File: src/rtl/udp_rx_pkg.sv
// Shared types and constants for the multi-port GMII UDP receiver.
package udp_rx_pkg;

  typedef enum logic [2:0] {
    IDLE,
    PREAMBLE,
    ETH_HEAD,
    IP_HEAD,
    IP_OPT,
    UDP_HEAD,
    RX_DATA,
    RX_END
  } rx_state_e;

  localparam logic [15:0] ETH_TYPE_IPV4 = 16'h0800;
  localparam logic [7:0]  IP_PROTO_UDP  = 8'd17;
  localparam logic [15:0] PREAMBLE_LEN  = 16'd7;
  localparam logic [15:0] ETH_HDR_LEN   = 16'd14;
  localparam logic [15:0] IP_HDR_LEN    = 16'd20;
  localparam logic [15:0] UDP_HDR_LEN   = 16'd8;

  // Ones-complement add with end-around carry; cannot overflow twice.
  function automatic logic [15:0] csum_add(input logic [15:0] a, input logic [15:0] b);
    logic [16:0] s;
    s = {1'b0, a} + {1'b0, b};
    return s[15:0] + {15'd0, s[16]};
  endfunction

endpackage

File: src/rtl/ip_hdr_csum.sv
// IPv4 header checksum accumulator: pairs bytes into big-endian words and
// flags a correct header while its final byte is on the input.
module ip_hdr_csum
  import udp_rx_pkg::*;
(
  input  logic       clk_i,
  input  logic       rst_i,
  input  logic       clr_i,
  input  logic       vld_i,
  input  logic [7:0] byte_i,
  output logic       ok_o
);

  logic [15:0] sum_q;
  logic [15:0] sum_d;
  logic [7:0]  hi_q;
  logic        odd_q;

  assign sum_d = csum_add(sum_q, {hi_q, byte_i});
  assign ok_o  = odd_q && (sum_d == 16'hFFFF);

  always_ff @(posedge clk_i or posedge rst_i) begin
    if (rst_i) begin
      sum_q <= '0;
      hi_q  <= '0;
      odd_q <= 1'b0;
    end else if (clr_i) begin
      sum_q <= '0;
      odd_q <= 1'b0;
    end else if (vld_i) begin
      if (odd_q) begin
        sum_q <= sum_d;
        odd_q <= 1'b0;
      end else begin
        hi_q  <= byte_i;
        odd_q <= 1'b1;
      end
    end
  end

endmodule

File: src/rtl/udp_rx_mport.sv
// GMII UDP receiver: preamble/Ethernet/IPv4(+options)/UDP parsing, checksum
// and port-table filtering, payload streaming with drop/abort reporting.
module udp_rx_mport
  import udp_rx_pkg::*;
#(
  parameter logic [47:0]              BOARD_MAC     = 48'h00_11_22_33_44_55,
  parameter logic [31:0]              BOARD_IP      = {8'd192, 8'd168, 8'd1, 8'd10},
  parameter int unsigned              NUM_PORTS     = 2,
  parameter logic [NUM_PORTS*16-1:0]  PORT_LIST     = {16'd1234, 16'd5000},
  parameter bit                       CHECK_IP_CSUM = 1'b1
) (
  input  logic        clk,
  input  logic        reset,
  input  logic        gmii_rxd_valid,
  input  logic [7:0]  gmii_rxd_data,
  output logic        rec_pkt_start,
  output logic        rec_pkt_done,
  output logic        rec_pkt_abort,
  output logic        rec_en,
  output logic [7:0]  rec_data,
  output logic [2:0]  rec_chan,
  output logic [15:0] rec_dest_port,
  output logic [15:0] rec_src_port,
  output logic [31:0] rec_src_ip,
  output logic [15:0] rec_byte_num,
  output logic [15:0] drop_cnt
);

  rx_state_e   state_q;
  logic [15:0] cnt_q;
  logic [3:0]  ihl_q;
  logic        uni_ok_q, bc_ok_q;
  logic [31:0] src_ip_q;
  logic [15:0] sport_q, dport_q, ulen_q;

  logic        start_q, done_q, abort_q, en_q;
  logic [7:0]  data_q;
  logic [2:0]  chan_q;
  logic [15:0] out_dport_q, out_sport_q, byte_num_q, drop_cnt_q;
  logic [31:0] out_ip_q;

  logic        csum_ok, csum_bad, uni_m, bc_m, fail, drop_inc, port_hit;
  logic [2:0]  port_idx;
  logic [15:0] opt_len;
  logic [47:0] mac_sh;
  logic [31:0] ip_sh;

  ip_hdr_csum u_csum (
    .clk_i  (clk),
    .rst_i  (reset),
    .clr_i  (state_q == ETH_HEAD),
    .vld_i  (gmii_rxd_valid && (state_q == IP_HEAD || state_q == IP_OPT)),
    .byte_i (gmii_rxd_data),
    .ok_o   (csum_ok)
  );

  assign opt_len  = {10'd0, ihl_q - 4'd5, 2'b00};
  assign mac_sh   = BOARD_MAC << {cnt_q[2:0], 3'b000};
  assign ip_sh    = BOARD_IP << {cnt_q[1:0], 3'b000};
  assign csum_bad = CHECK_IP_CSUM && !csum_ok;

  // Lowest matching table index wins.
  always_comb begin
    port_hit = 1'b0;
    port_idx = '0;
    for (int unsigned i = 0; i < NUM_PORTS; i++) begin
      if (!port_hit && dport_q == PORT_LIST[16*i +: 16]) begin
        port_hit = 1'b1;
        port_idx = 3'(i);
      end
    end
  end

  always_comb begin
    uni_m = (cnt_q == '0 || uni_ok_q) && gmii_rxd_data == mac_sh[47:40];
    bc_m  = (cnt_q == '0 || bc_ok_q) && gmii_rxd_data == 8'hFF;
    fail  = 1'b0;
    case (state_q)
      PREAMBLE: fail = !(gmii_rxd_data == 8'h55 && cnt_q < PREAMBLE_LEN) &&
                       !(gmii_rxd_data == 8'hD5 && cnt_q == PREAMBLE_LEN);
      ETH_HEAD: begin
        if (cnt_q < 16'd6)       fail = !uni_m && !bc_m;
        else if (cnt_q == 16'd12) fail = gmii_rxd_data != ETH_TYPE_IPV4[15:8];
        else if (cnt_q == 16'd13) fail = gmii_rxd_data != ETH_TYPE_IPV4[7:0];
      end
      IP_HEAD: begin
        if (cnt_q == 16'd0)
          fail = gmii_rxd_data[7:4] != 4'd4 || gmii_rxd_data[3:0] < 4'd5;
        else if (cnt_q == 16'd9)
          fail = gmii_rxd_data != IP_PROTO_UDP;
        else if (cnt_q >= 16'd16)
          fail = gmii_rxd_data != ip_sh[31:24] ||
                 (cnt_q == IP_HDR_LEN - 16'd1 && ihl_q == 4'd5 && csum_bad);
      end
      IP_OPT:   fail = cnt_q == opt_len - 16'd1 && csum_bad;
      UDP_HEAD: fail = cnt_q == UDP_HDR_LEN - 16'd1 && (ulen_q < UDP_HDR_LEN || !port_hit);
      default:  fail = 1'b0;
    endcase
    fail     = fail && gmii_rxd_valid;
    drop_inc = fail || (!gmii_rxd_valid &&
               (state_q inside {PREAMBLE, ETH_HEAD, IP_HEAD, IP_OPT, UDP_HEAD}));
  end

  always_ff @(posedge clk or posedge reset) begin
    if (reset) begin
      state_q     <= IDLE;
      cnt_q       <= '0;
      ihl_q       <= '0;
      uni_ok_q    <= 1'b0;
      bc_ok_q     <= 1'b0;
      src_ip_q    <= '0;
      sport_q     <= '0;
      dport_q     <= '0;
      ulen_q      <= '0;
      start_q     <= 1'b0;
      done_q      <= 1'b0;
      abort_q     <= 1'b0;
      en_q        <= 1'b0;
      data_q      <= '0;
      chan_q      <= '0;
      out_dport_q <= '0;
      out_sport_q <= '0;
      out_ip_q    <= '0;
      byte_num_q  <= '0;
      drop_cnt_q  <= '0;
    end else begin
      start_q <= 1'b0;
      done_q  <= 1'b0;
      abort_q <= 1'b0;
      en_q    <= 1'b0;
      if (drop_inc && drop_cnt_q != '1)
        drop_cnt_q <= drop_cnt_q + 16'd1;

      if (!gmii_rxd_valid) begin
        if (state_q == RX_DATA) abort_q <= 1'b1;
        state_q <= IDLE;
      end else if (fail) begin
        state_q <= RX_END;
      end else begin
        case (state_q)
          IDLE: if (gmii_rxd_data == 8'h55) begin
            state_q <= PREAMBLE;
            cnt_q   <= 16'd1;
          end
          PREAMBLE: begin
            cnt_q <= cnt_q + 16'd1;
            if (gmii_rxd_data == 8'hD5) begin
              state_q <= ETH_HEAD;
              cnt_q   <= '0;
            end
          end
          ETH_HEAD: begin
            cnt_q <= cnt_q + 16'd1;
            if (cnt_q < 16'd6) begin
              uni_ok_q <= uni_m;
              bc_ok_q  <= bc_m;
            end
            if (cnt_q == ETH_HDR_LEN - 16'd1) begin
              state_q <= IP_HEAD;
              cnt_q   <= '0;
            end
          end
          IP_HEAD: begin
            cnt_q <= cnt_q + 16'd1;
            if (cnt_q == 16'd0) ihl_q <= gmii_rxd_data[3:0];
            if (cnt_q >= 16'd12 && cnt_q <= 16'd15)
              src_ip_q <= {src_ip_q[23:0], gmii_rxd_data};
            if (cnt_q == IP_HDR_LEN - 16'd1) begin
              state_q <= (ihl_q == 4'd5) ? UDP_HEAD : IP_OPT;
              cnt_q   <= '0;
            end
          end
          IP_OPT: begin
            cnt_q <= cnt_q + 16'd1;
            if (cnt_q == opt_len - 16'd1) begin
              state_q <= UDP_HEAD;
              cnt_q   <= '0;
            end
          end
          UDP_HEAD: begin
            cnt_q <= cnt_q + 16'd1;
            if (cnt_q <= 16'd1) sport_q <= {sport_q[7:0], gmii_rxd_data};
            else if (cnt_q <= 16'd3) dport_q <= {dport_q[7:0], gmii_rxd_data};
            else if (cnt_q <= 16'd5) ulen_q <= {ulen_q[7:0], gmii_rxd_data};
            if (cnt_q == UDP_HDR_LEN - 16'd1) begin
              start_q     <= 1'b1;
              chan_q      <= port_idx;
              out_dport_q <= dport_q;
              out_sport_q <= sport_q;
              out_ip_q    <= src_ip_q;
              byte_num_q  <= ulen_q - UDP_HDR_LEN;
              cnt_q       <= ulen_q - UDP_HDR_LEN;
              if (ulen_q == UDP_HDR_LEN) begin
                done_q  <= 1'b1;
                state_q <= RX_END;
              end else begin
                state_q <= RX_DATA;
              end
            end
          end
          RX_DATA: begin
            en_q   <= 1'b1;
            data_q <= gmii_rxd_data;
            cnt_q  <= cnt_q - 16'd1;
            if (cnt_q == 16'd1) begin
              done_q  <= 1'b1;
              state_q <= RX_END;
            end
          end
          default: state_q <= state_q;
        endcase
      end
    end
  end

  assign rec_pkt_start = start_q;
  assign rec_pkt_done  = done_q;
  assign rec_pkt_abort = abort_q;
  assign rec_en        = en_q;
  assign rec_data      = data_q;
  assign rec_chan      = chan_q;
  assign rec_dest_port = out_dport_q;
  assign rec_src_port  = out_sport_q;
  assign rec_src_ip    = out_ip_q;
  assign rec_byte_num  = byte_num_q;
  assign drop_cnt      = drop_cnt_q;

endmodule

File: config.mk
export PLATFORM = sky130hd
export DESIGN_NAME = udp_rx_mport
export DESIGN_NICKNAME = d
export VERILOG_FILES = /design/src/rtl/udp_rx_pkg.sv /design/src/rtl/ip_hdr_csum.sv /design/src/rtl/udp_rx_mport.sv
export SDC_FILE = /design/constraint.sdc
export NUM_CORES = 1
export LEC_CHECK = 0
export ABC_CLOCK_PERIOD_IN_PS = 9250
export BUFFER_PORTS_ARGS = -buffer_cell sky130_fd_sc_hd__buf_4
export CAP_MARGIN = 20
export CORE_MARGIN = 5
export CORE_UTILIZATION = 33
export CTS_CLUSTER_SIZE = 30
export DETAILED_ROUTE_END_ITERATION = 10
export MAX_ROUTING_LAYER = met4
export SYNTH_ARGS = -nofsm -noshare
export SYNTH_HDL_FRONTEND = slang
export SYNTH_SLANG_ARGS = --single-unit
File: constraint.sdc
create_clock -name clk -period 9.25 [get_ports clk]
set_clock_uncertainty 0.15 [all_clocks]
set_input_delay 0 -clock clk [delete_from_list [all_inputs] [get_ports clk]]
set_output_delay 0 -clock clk [all_outputs]
set_load 0.005 [all_outputs]
==> metrics.csv <==
metric;value;unit
number of global-route vias before repair;9156;
aggregate negative setup slack;0;ps
relative area change from synthesis to final layout;19.5;%
power per cell area;310;nW/µm²
Period Utilization, post-route;0.708;
final number of setup-violating endpoints;0;
maximum clock insertion buffer count;3;
first-pass GRT wire length;52.2;mm
library cell with the largest summed area after synthesis;dfrtp_1;
estimated wirelength of the detail-placed design;22.0;mm
overflow left after global routing;0;
Warnings, synthesis;0;
share of post-route cells with drive strength above 1;0.286;
total setup buffers inserted after CTS;0;
hold violation count in the final report;0;
number of antenna cells inserted;0;
combined flip-flop and latch cell area;5980;µm²
CTS tree;built;
Die Span X;205;µm
number of nets with antenna violations after detailed routing;0;
IO Count;122;
reported max-cap violation count;0;
cell area after placement;13900;µm²
via count of the routed design;9089;
detailed-route wire length per cell;18.1;µm
arrival time worst endpoint;6830;ps
top post-synthesis cells by area;dfrtp_1 48%, mux2_2 14%, o21ai_0 3.0%;
post-route cell area;15000;µm²
Syn Area/Cell;10.9;µm²
crit path capture type;flip-flop;
pin count of the biggest net entering global routing;130;
Worst Path Required;9530;ps
Clock Root Buffer;clkbuf_16;
I/O Buffers;119;
Row Count;71;
top cells by count, synth;239 x dfrtp_1, 152 x mux2_2, 74 x o21ai_0;
final weighted congestion in routability-driven placement;0.893;
outcome;finished, final reports clean;
CTS clock-pin slew for the worst setup and hold paths;60;ps
critical path class;flip-flop to flip-flop;
Nets;1293;
share of the yosys chip area belonging to registers;0.478;
highest fanout seen on the critical path;51;
count of final max-slew check failures;0;
startpoint type of the worst setup path;flip-flop;
min Tclk post-route;6550;ps
achievable frequency;153;MHz
mean number of vias per cell;5.09;
area of the multi-input gates;6130;µm²
initial drt markers;475;
CTS sink cnt;239;
clock buffer count from CTS;27;
post-detailed-routing wire length;32.3;mm
die area;41900;µm²
standby leakage power;6.88;nW
router iterations before antenna repair;5;
Core Util, Final;0.398;
FF+latch count, synth;239;
post-synth top area share;0.478;
Die Span Y;205;µm
hold crit path type;primary input to async pin;
Max rail drop VDD;0.142;mV
number of antenna violations at the first check in global routing;0;
transition time at the pin with the least slew margin;988;ps
RSZ-0062 raised after global routing;false;
drc violations;0;
Starting Density;0.333;
fill cell instance count of the final layout;3669;
post-synth cell types;91;
count of flip-flops with a built-in enable after synthesis;0;
clk_lat worst skew;560;ps
Synth Cell Area;12500;µm²
number of instances in the synthesized netlist;1144;
remaining max-slew budget at the tightest pin;0.337;
async set-reset flop share out of synthesis;1.00;
core region area;37600;µm²
# H-tree levels;1;
combined global-route utilization of all metal layers;0.158;
top flip-flop cell by instance count after synthesis;dfrtp_1;
most frequent cell after synthesis;dfrtp_1;
registers in the layout, summed over array words and instances (netlist names), 3 cells and up:
name and count:
rec_data 8, u_csum.hi_q 8, rec_byte_num 16, drop_cnt 16, ulen_q 16, src_ip_q 32
cnt_q 16, ihl_q 4, u_csum.sum_q 16, rec_src_port 16, sport_q 16, rec_dest_port 16
dport_q 16, state_q 3, rec_src_ip 32
final cells by class:
type                    instances  area share
clock buffers                  37      0.0517
multi-input cells             807       0.410
inverters                      39      0.0103
well taps                     511      0.0428
repair buffers                140      0.0726
flip-flops and latches        239       0.400
clock inverters                12      0.0125
critical path, cell delays in order (launching register included):
cell and delay (ps):
dfrtp_1 350, ha_1 170, inv_1 60, fa_1 390, and2b_1 230, o2111a_2 300
o211ai_2 130, a21oi_1 250, o21ai_0 100, a21oi_1 140, o21ai_0 90, nand2b_1 130
ha_1 170, nor2b_1 220, and2_0 300, nand3_1 270, nor3_1 360, xor2_1 160
nor4_1 310, a41o_2 390, and3b_4 810, buf_4 480, mux2_2 380
layout by cell type (no fill, tap or decap), types with 5 or more instances in the layout:
cell type / Yosys / layout
and3_1: 23 / 23
xor2_1: 34 / 34
nand3_1: 27 / 27
xnor2_1: 37 / 37
nand2b_1: 7 / 7
nand2_1: 66 / 66
a21oi_1: 37 / 37
a31oi_1: 6 / 6
clkinvlp_4: 0 / 5
nor3b_1: 12 / 12
clkbuf_8: 0 / 6
mux2i_1: 7 / 7
a211oi_1: 19 / 19
mux2_4: 10 / 10
nor4_1: 11 / 10
o21ai_0: 74 / 74
o31ai_1: 5 / 5
inv_1: 39 / 38
clkbuf_16: 0 / 27
mux2_2: 152 / 152
ha_1: 27 / 27
nor4b_1: 7 / 7
nor2_1: 67 / 67
or3_1: 7 / 7
nor2b_1: 20 / 20
buf_4: 3 / 128
and2_1: 8 / 8
o211ai_1: 6 / 6
nand4_1: 16 / 16
nor3_1: 29 / 28
or4_1: 6 / 6
dlygate4sd3_1: 0 / 11
dfrtp_1: 239 / 239
path summary, 6_finish.rpt:
path	from	to	slack [ps]	depth (start not counted)
hold / removal	reset	rec_dest_port[15]$_DFFE_PP0P_	30	3
min in group clk	gmii_rxd_valid	rec_pkt_abort$_DFF_PP0_	110	3
setup reg to reg	u_csum.sum_q[0]$_DFFE_PP0P_	rec_src_ip[30]$_DFFE_PP0P_	2700	22
hold reg to reg	rec_dest_port[7]$_DFFE_PP0P_	rec_dest_port[7]$_DFFE_PP0P_	330	1
setup / recovery	u_csum.sum_q[0]$_DFFE_PP0P_	rec_src_ip[30]$_DFFE_PP0P_	2700	22
max in group asynchronous	reset	u_csum.hi_q[6]$_DFFE_PP0P_	6950	5
kinds of logic after synthesis:
group / count (synthesis) / share of synthesized area
buffers and inverters: 99 / 0.0340
AO/OA/AOI/OAI: 198 / 0.104
other: 1 / 0.000300
XOR/XNOR: 73 / 0.0528
AND/OR/NAND/NOR: 337 / 0.148
flip-flops: 239 / 0.478
multiplexers: 169 / 0.154
adder cells (fa/ha/maj): 28 / 0.0286
layer usage:
layer | global-route usage | share of wire | up-vias
met2 | 0.242 | 0.46 | 198
met1 | 0.218 | 0.46 | 4515
met5 | - | 0 | -
li1 | - | - | 4328
met4 | 0.0388 | 0.024 | 0
met3 | 0.0306 | 0.055 | 48
through the flow:
| stage | cells | setup WS [ps] | total power, mW | hold slack (ps) |
|---|---|---|---|---|
| after global placement | 1724 | 2900 | 3.44 | 114 |
| after CTS | 1784 | 2710 | 4.65 | 73.6 |
| after detailed placement | 1724 | 2760 | 3.47 | 113 |
| final | 1785 | 2700 | 4.63 | 31.2 |
| after floorplan | 1145 | 2540 | 2.88 | -83.6 |
| after global routing | 1785 | 2100 | 4.95 | 119 |
report_power, final:
part           leakage [nW]  switching, mW  total [mW]  internal [mW]
Clock                 0.455          0.451        1.15          0.699
Sequential             3.15          0.248        1.53           1.28
Combinational          3.27           1.14        1.95          0.812
repair_timing:
item,in CTS,in global routing
resized for setup,0,0
hold buffers,11,0
hold endpoints to repair,204,0
(Power assumes the default switching activity.)
